$ cat config.mk
export PLATFORM = sky130hd
export DESIGN_NAME = dmem_arbiter_flat
export DESIGN_NICKNAME = d
export VERILOG_FILES = /design/src/rtl/dmem_arbiter_if.sv /design/src/rtl/dmem_arbiter.sv /design/src/flat_wrapper.sv
export SDC_FILE = /design/constraint.sdc
export NUM_CORES = 1
export LEC_CHECK = 0
export ABC_AREA = 1
export CAP_MARGIN = 20
export CORE_AREA = 2 2 116 118
export DETAILED_ROUTE_END_ITERATION = 16
export DIE_AREA = 0 0 118 120
export PLACE_DENSITY_LB_ADDON = 0.2
export SLEW_MARGIN = 10
export SYNTH_ARGS = -nofsm -noshare
export SYNTH_HDL_FRONTEND = slang
export SYNTH_SLANG_ARGS = --single-unit
$ cat constraint.sdc
create_clock -name clk -period 4.34 [get_ports clk]
set_input_delay 0.868 -clock clk [delete_from_list [all_inputs] [get_ports clk]]
set_output_delay 0.868 -clock clk [all_outputs]
set_load 0.01 [all_outputs]
$ cat src/rtl/dmem_arbiter_if.sv
// Bus bundle between the MEM stage / loader requesters, the arbiter and the
// single-port data memory.
interface dmem_arbiter_if;
  logic        a_req;
  logic        a_we;
  logic [31:0] a_addr;
  logic [31:0] a_wdata;
  logic        a_ack;
  logic        a_stall;
  logic [31:0] a_rdata;

  logic        b_req;
  logic        b_lock;
  logic        b_we;
  logic [31:0] b_addr;
  logic [31:0] b_wdata;
  logic        b_ack;
  logic [31:0] b_rdata;

  logic        mem_we;
  logic [31:0] mem_addr;
  logic [31:0] mem_datain;
  logic [31:0] mem_dataout;

  modport slave (
    input  a_req, a_we, a_addr, a_wdata,
    input  b_req, b_lock, b_we, b_addr, b_wdata,
    input  mem_dataout,
    output a_ack, a_stall, a_rdata,
    output b_ack, b_rdata,
    output mem_we, mem_addr, mem_datain
  );

  modport master (
    output a_req, a_we, a_addr, a_wdata,
    output b_req, b_lock, b_we, b_addr, b_wdata,
    output mem_dataout,
    input  a_ack, a_stall, a_rdata,
    input  b_ack, b_rdata,
    input  mem_we, mem_addr, mem_datain
  );
endinterface

$ cat src/rtl/dmem_arbiter.sv
// Two-port arbiter for the single-port data memory: pipeline (A) has priority,
// loader (B) gets starvation protection and capped locked bursts.
module dmem_arbiter #(
  parameter int unsigned MAX_WAIT = 4,
  parameter int unsigned MAX_LOCK = 8
) (
  input  logic           clk,
  input  logic           rst,
  dmem_arbiter_if.slave  bus
);

  localparam logic [7:0] LP_MAX_WAIT = 8'(MAX_WAIT);
  localparam logic [7:0] LP_MAX_LOCK = 8'(MAX_LOCK);
  localparam bit         LP_BURST_EN = (MAX_LOCK > 1);

  typedef enum logic {ARB, BLOCK} state_t;

  state_t     r_state;
  state_t     w_state_nxt;
  logic [7:0] r_wait_cnt;
  logic [7:0] w_wait_nxt;
  logic [7:0] r_lock_cnt;
  logic [7:0] w_lock_nxt;
  logic [7:0] w_lock_inc;
  logic       w_force_b;
  logic       w_gnt_a;
  logic       w_gnt_b;

  always_ff @(posedge clk) begin
    if (rst) begin
      r_state    <= ARB;
      r_wait_cnt <= '0;
      r_lock_cnt <= '0;
    end else begin
      r_state    <= w_state_nxt;
      r_wait_cnt <= w_wait_nxt;
      r_lock_cnt <= w_lock_nxt;
    end
  end

  // Grant is a pure function of current requests and registered state, so
  // acks and memory controls are valid in the same cycle as the request.
  always_comb begin
    w_gnt_a     = 1'b0;
    w_gnt_b     = 1'b0;
    w_state_nxt = r_state;
    w_lock_nxt  = r_lock_cnt;
    w_lock_inc  = r_lock_cnt + 8'd1;
    w_force_b   = bus.b_req && (r_wait_cnt >= LP_MAX_WAIT);

    unique case (r_state)
      ARB: begin
        w_gnt_b    = w_force_b || (bus.b_req && !bus.a_req);
        w_gnt_a    = bus.a_req && !w_gnt_b;
        w_lock_nxt = '0;
        if (w_gnt_b && bus.b_lock && LP_BURST_EN) begin
          w_state_nxt = BLOCK;
          w_lock_nxt  = 8'd1;
        end
      end
      BLOCK: begin
        w_gnt_b = bus.b_req;
        // Cap exit wins over b_lock so the pipeline is never held indefinitely.
        if (!bus.b_req || !bus.b_lock || (w_lock_inc >= LP_MAX_LOCK)) begin
          w_state_nxt = ARB;
          w_lock_nxt  = '0;
        end else begin
          w_lock_nxt  = w_lock_inc;
        end
      end
      default: begin
        w_state_nxt = ARB;
        w_lock_nxt  = '0;
      end
    endcase

    if (w_gnt_b || !bus.b_req) begin
      w_wait_nxt = '0;
    end else if (r_wait_cnt != 8'hFF) begin
      w_wait_nxt = r_wait_cnt + 8'd1;
    end else begin
      w_wait_nxt = r_wait_cnt;
    end
  end

  always_comb begin
    bus.a_ack      = w_gnt_a;
    bus.b_ack      = w_gnt_b;
    bus.a_stall    = bus.a_req && !w_gnt_a;
    bus.a_rdata    = w_gnt_a ? bus.mem_dataout : '0;
    bus.b_rdata    = w_gnt_b ? bus.mem_dataout : '0;
    bus.mem_we     = 1'b0;
    bus.mem_addr   = '0;
    bus.mem_datain = '0;
    if (w_gnt_a) begin
      bus.mem_we     = bus.a_we;
      bus.mem_addr   = bus.a_addr;
      bus.mem_datain = bus.a_wdata;
    end else if (w_gnt_b) begin
      bus.mem_we     = bus.b_we;
      bus.mem_addr   = bus.b_addr;
      bus.mem_datain = bus.b_wdata;
    end
  end

endmodule

$ cat src/flat_wrapper.sv
// flat-port wrapper written by rule: the top's interface ports become plain ports
module dmem_arbiter_flat 
#(
  parameter int unsigned MAX_WAIT = 4,
  parameter int unsigned MAX_LOCK = 8
)
  (clk, rst, bus_a_req, bus_a_we, bus_a_addr, bus_a_wdata, bus_b_req, bus_b_lock, bus_b_we, bus_b_addr, bus_b_wdata, bus_mem_dataout, bus_a_ack, bus_a_stall, bus_a_rdata, bus_b_ack, bus_b_rdata, bus_mem_we, bus_mem_addr, bus_mem_datain);
  dmem_arbiter_if bus_i ();
  input  logic clk;
  input  logic rst;
  input wire logic [$bits(bus_i.a_req)-1:0] bus_a_req;
  input wire logic [$bits(bus_i.a_we)-1:0] bus_a_we;
  input wire logic [$bits(bus_i.a_addr)-1:0] bus_a_addr;
  input wire logic [$bits(bus_i.a_wdata)-1:0] bus_a_wdata;
  input wire logic [$bits(bus_i.b_req)-1:0] bus_b_req;
  input wire logic [$bits(bus_i.b_lock)-1:0] bus_b_lock;
  input wire logic [$bits(bus_i.b_we)-1:0] bus_b_we;
  input wire logic [$bits(bus_i.b_addr)-1:0] bus_b_addr;
  input wire logic [$bits(bus_i.b_wdata)-1:0] bus_b_wdata;
  input wire logic [$bits(bus_i.mem_dataout)-1:0] bus_mem_dataout;
  output wire logic [$bits(bus_i.a_ack)-1:0] bus_a_ack;
  output wire logic [$bits(bus_i.a_stall)-1:0] bus_a_stall;
  output wire logic [$bits(bus_i.a_rdata)-1:0] bus_a_rdata;
  output wire logic [$bits(bus_i.b_ack)-1:0] bus_b_ack;
  output wire logic [$bits(bus_i.b_rdata)-1:0] bus_b_rdata;
  output wire logic [$bits(bus_i.mem_we)-1:0] bus_mem_we;
  output wire logic [$bits(bus_i.mem_addr)-1:0] bus_mem_addr;
  output wire logic [$bits(bus_i.mem_datain)-1:0] bus_mem_datain;
  assign bus_i.a_req = bus_a_req;
  assign bus_i.a_we = bus_a_we;
  assign bus_i.a_addr = bus_a_addr;
  assign bus_i.a_wdata = bus_a_wdata;
  assign bus_i.b_req = bus_b_req;
  assign bus_i.b_lock = bus_b_lock;
  assign bus_i.b_we = bus_b_we;
  assign bus_i.b_addr = bus_b_addr;
  assign bus_i.b_wdata = bus_b_wdata;
  assign bus_i.mem_dataout = bus_mem_dataout;
  assign bus_a_ack = bus_i.a_ack;
  assign bus_a_stall = bus_i.a_stall;
  assign bus_a_rdata = bus_i.a_rdata;
  assign bus_b_ack = bus_i.b_ack;
  assign bus_b_rdata = bus_i.b_rdata;
  assign bus_mem_we = bus_i.mem_we;
  assign bus_mem_addr = bus_i.mem_addr;
  assign bus_mem_datain = bus_i.mem_datain;
  dmem_arbiter #(.MAX_WAIT(MAX_WAIT), .MAX_LOCK(MAX_LOCK)) u_core (.clk(clk), .rst(rst), .bus(bus_i));
endmodule
==> results.yml <==
floorplan:
  num_rows: 42
  die-area_mm2: 0.01416
  io_pins: 299
  core-area_mm2: 0.01298
  start_util_pct: 15.23
  fp.dieH_um: 120
  die_w_um: 118
timing:
  final-setup-viol-count: 0
  finalCritPeriodShare_pct: 90.19
  fin_setup_tns_ns: 0
  slew_violations: 0
  rsz0062_at_grt: "no"
  hold_violations: 0
  fin_skew_ns: 0.001562
  fmax_mhz: 255.5
  period_minus_slack_ns: 3.914
grt:
  grt_pass1_wl_um: 17970
  antenna_found_initial: 0
  grt_usage_pct: 15.53
  grt_overflow: 0
  grt_pass1_vias: 3452
  grt_max_degree: 65
synthesis:
  syn_area_per_cell_um2: 4.869
  postSynthCellCount: 406
  ys_ff_latch: 17
  synth.distinct_cells: 19
  netlist_area_mm2: 0.001977
  ys_seq_area_share_pct: 17.22
  yosysWarnings: 0
worst_setup_path:
  crit_top_cell: "nand2_1"
  cp.arrival_ns: 3.05
  slowest_delay_ns: 0.55
  startpoint_type: "primary input"
  path_buf_inv: 5
  crit_chain: "clkdlybuf4s50_1 > inv_1 > nor3_2 > nand2_1 > nand2_4 > nand3_4 > inv_2 > buf_12 > nand2_1 > nand2_1 > clkdlybuf4s50_1"
  path_max_fanout: 53
  cpLargestDelayFamily: "buffers and inverters"
  end_kind: "output port"
  required_ns: 3.47
  crit_slowest_cell: "clkdlybuf4s50_1"
  crit_type: "in -> out"
cts:
  cts_root_buf: "clkbuf_16"
  clock_latency_ns: 0.24
  cts_tree: "done"
  clkSinkCount: 17
  post_cts_buffers: 0
  path_clk_slew_ns: 0.05
  htree_levels: 1
  post_cts_resized: 0
  cts_made_buffers: 3
  max-clock-path-buffers: 2
  postCtsHoldBufs: 0
detailed_routing:
  drc: 0
  vias: 3447
  routedWlPerCell_um: 13.46
  drtIter0Drc: 156
  ant_nets: 0
  viasPerCell: 3.935
  drt_first_pass_iters: 4
  drt_wl_total_um: 11790
finish:
  layout.cells.non_filler: 876
  multi_input_area_mm2: 0.001355
  final_net_count: 872
  area_delta_synth_final_pct: 165.0
  seq_area_um2: 340.3
  n_antenna_cell: 0
  fin_util_pct: 40.36
  n_fill_cell: 1348
  drive_gt1_share_pct: 2.000
placement:
  hpwl_um: 9584
  io_buffers: 298
  dp_cells: 872
  gp_congestion: 0.8427
pwr:
  irDropWorstVdd_mv: 0.1575
  p_per_area_mw_per_mm2: 161.6
  p_leak_nw: 2.444
job:
  cap_violations: 0
min_path:
  hp-class: "reg -> reg"
run_status:
  outcome: "finished clean"
[layout make-up]
type	count	share of cell area (%)
repair buffers	304	58.28
multi-input cells	324	25.87
flip-flops and latches	17	6.496
well taps	176	4.203
inverters	51	3.654
clock buffers	4	1.505
[cells in the mapped netlist]
library cell	number	area, µm²
xor2_1	1	8.760
ha_1	4	50.05
nand2_4	1	11.26
nand3_4	1	17.52
nand3_1	7	35.03
buf_2	8	40.04
clkbuf_1	11	41.29
a21oi_1	35	175.2
inv_2	1	3.750
buf_6	4	45.04
nand2_1	215	807.0
dfxtp_1	17	340.3
inv_1	50	187.7
nor3_2	1	10.01
nor3_1	1	5.000
conb_1	1	3.750
nand4_1	2	12.51
xnor2_1	2	17.52
nor2_1	44	165.2
[cell families (layout without fill, tap and decap cells)]
logic type	after synthesis	in the layout	synth area share, %
simple gates	272	272	53.80
xor+xnor	3	3	1.329
compound gates	35	35	8.861
other cells	1	10	0.1897
fa+ha+maj	4	4	2.532
flops	17	17	17.22
buf+inv	74	359	16.08
[flip-flops by register name, indices dropped and copies added, names as in the netlist]
name	count
u_core.r_state	1
u_core.r_lock_cnt	8
u_core.r_wait_cnt	8
[worst paths after layout]
kind	startpoint	to	slack [ns]	depth (start not counted)
max	bus_a_req	bus_mem_datain[30]	0.43	11
min	u_core.r_wait_cnt[1]$_SDFFE_PP0P_	u_core.r_wait_cnt[1]$_SDFFE_PP0P_	0.50	2
max reg2reg	u_core.r_lock_cnt[0]$_SDFF_PP0_	u_core.r_lock_cnt[0]$_SDFF_PP0_	3.05	7
min reg2reg	u_core.r_wait_cnt[1]$_SDFFE_PP0P_	u_core.r_wait_cnt[1]$_SDFFE_PP0P_	0.50	2
[placed cells by master (no fill, tap or decap), types with 2 or more instances in the layout]
cell type / n
nand2_1: 214
dfxtp_1: 17
clkdlybuf4s50_1: 298
nand4_1: 2
buf_12: 2
a21oi_1: 35
nor2_1: 44
nand3_1: 7
xnor2_1: 2
conb_1: 10
ha_1: 4
inv_1: 50
buf_4: 4
clkbuf_16: 3
[routing by layer]
metal / global-route usage [%] / part of all wire, % / wire, µm
met5: 0 / 0 / 0
met4: 1.883 / 0.87 / 102
met3: 4.658 / 9.2 / 1087
met2: 29.07 / 51 / 5985
met1: 17.83 / 39 / 4615
[power breakdown]
part | switching, W | total [W] | leakage, nW | internal [W]
sequential | 0.00000359 | 0.000166 | 0.141 | 0.000163
combinational | 0.000195 | 0.000502 | 2.27 | 0.000306
clock | 0.0000544 | 0.000179 | 0.0382 | 0.000124
[metrics by stage]
stage	hold slack [ns]	total power (W)	cell area (µm²)	setup WS (ns)
6_report	0.5031	0.0008468	5239	0.4256
5_1_grt	0.5662	0.0008968	5239	0.2583
4_1_cts	0.5027	0.0008562	5239	0.4092
3_5_place_dp	0.4960	0.0006728	5160	0.4178
3_3_place_gp	0.4933	0.0006720	5160	0.4624
2_1_floorplan	0.4812	0.0003285	2011	1.691
[worst min-delay path, cell delays in order (launching register included)]
cell and delay [ns]:
dfxtp_1 0.32, nand4_1 0.08, a21oi_1 0.06
(Power assumes the default switching activity.)
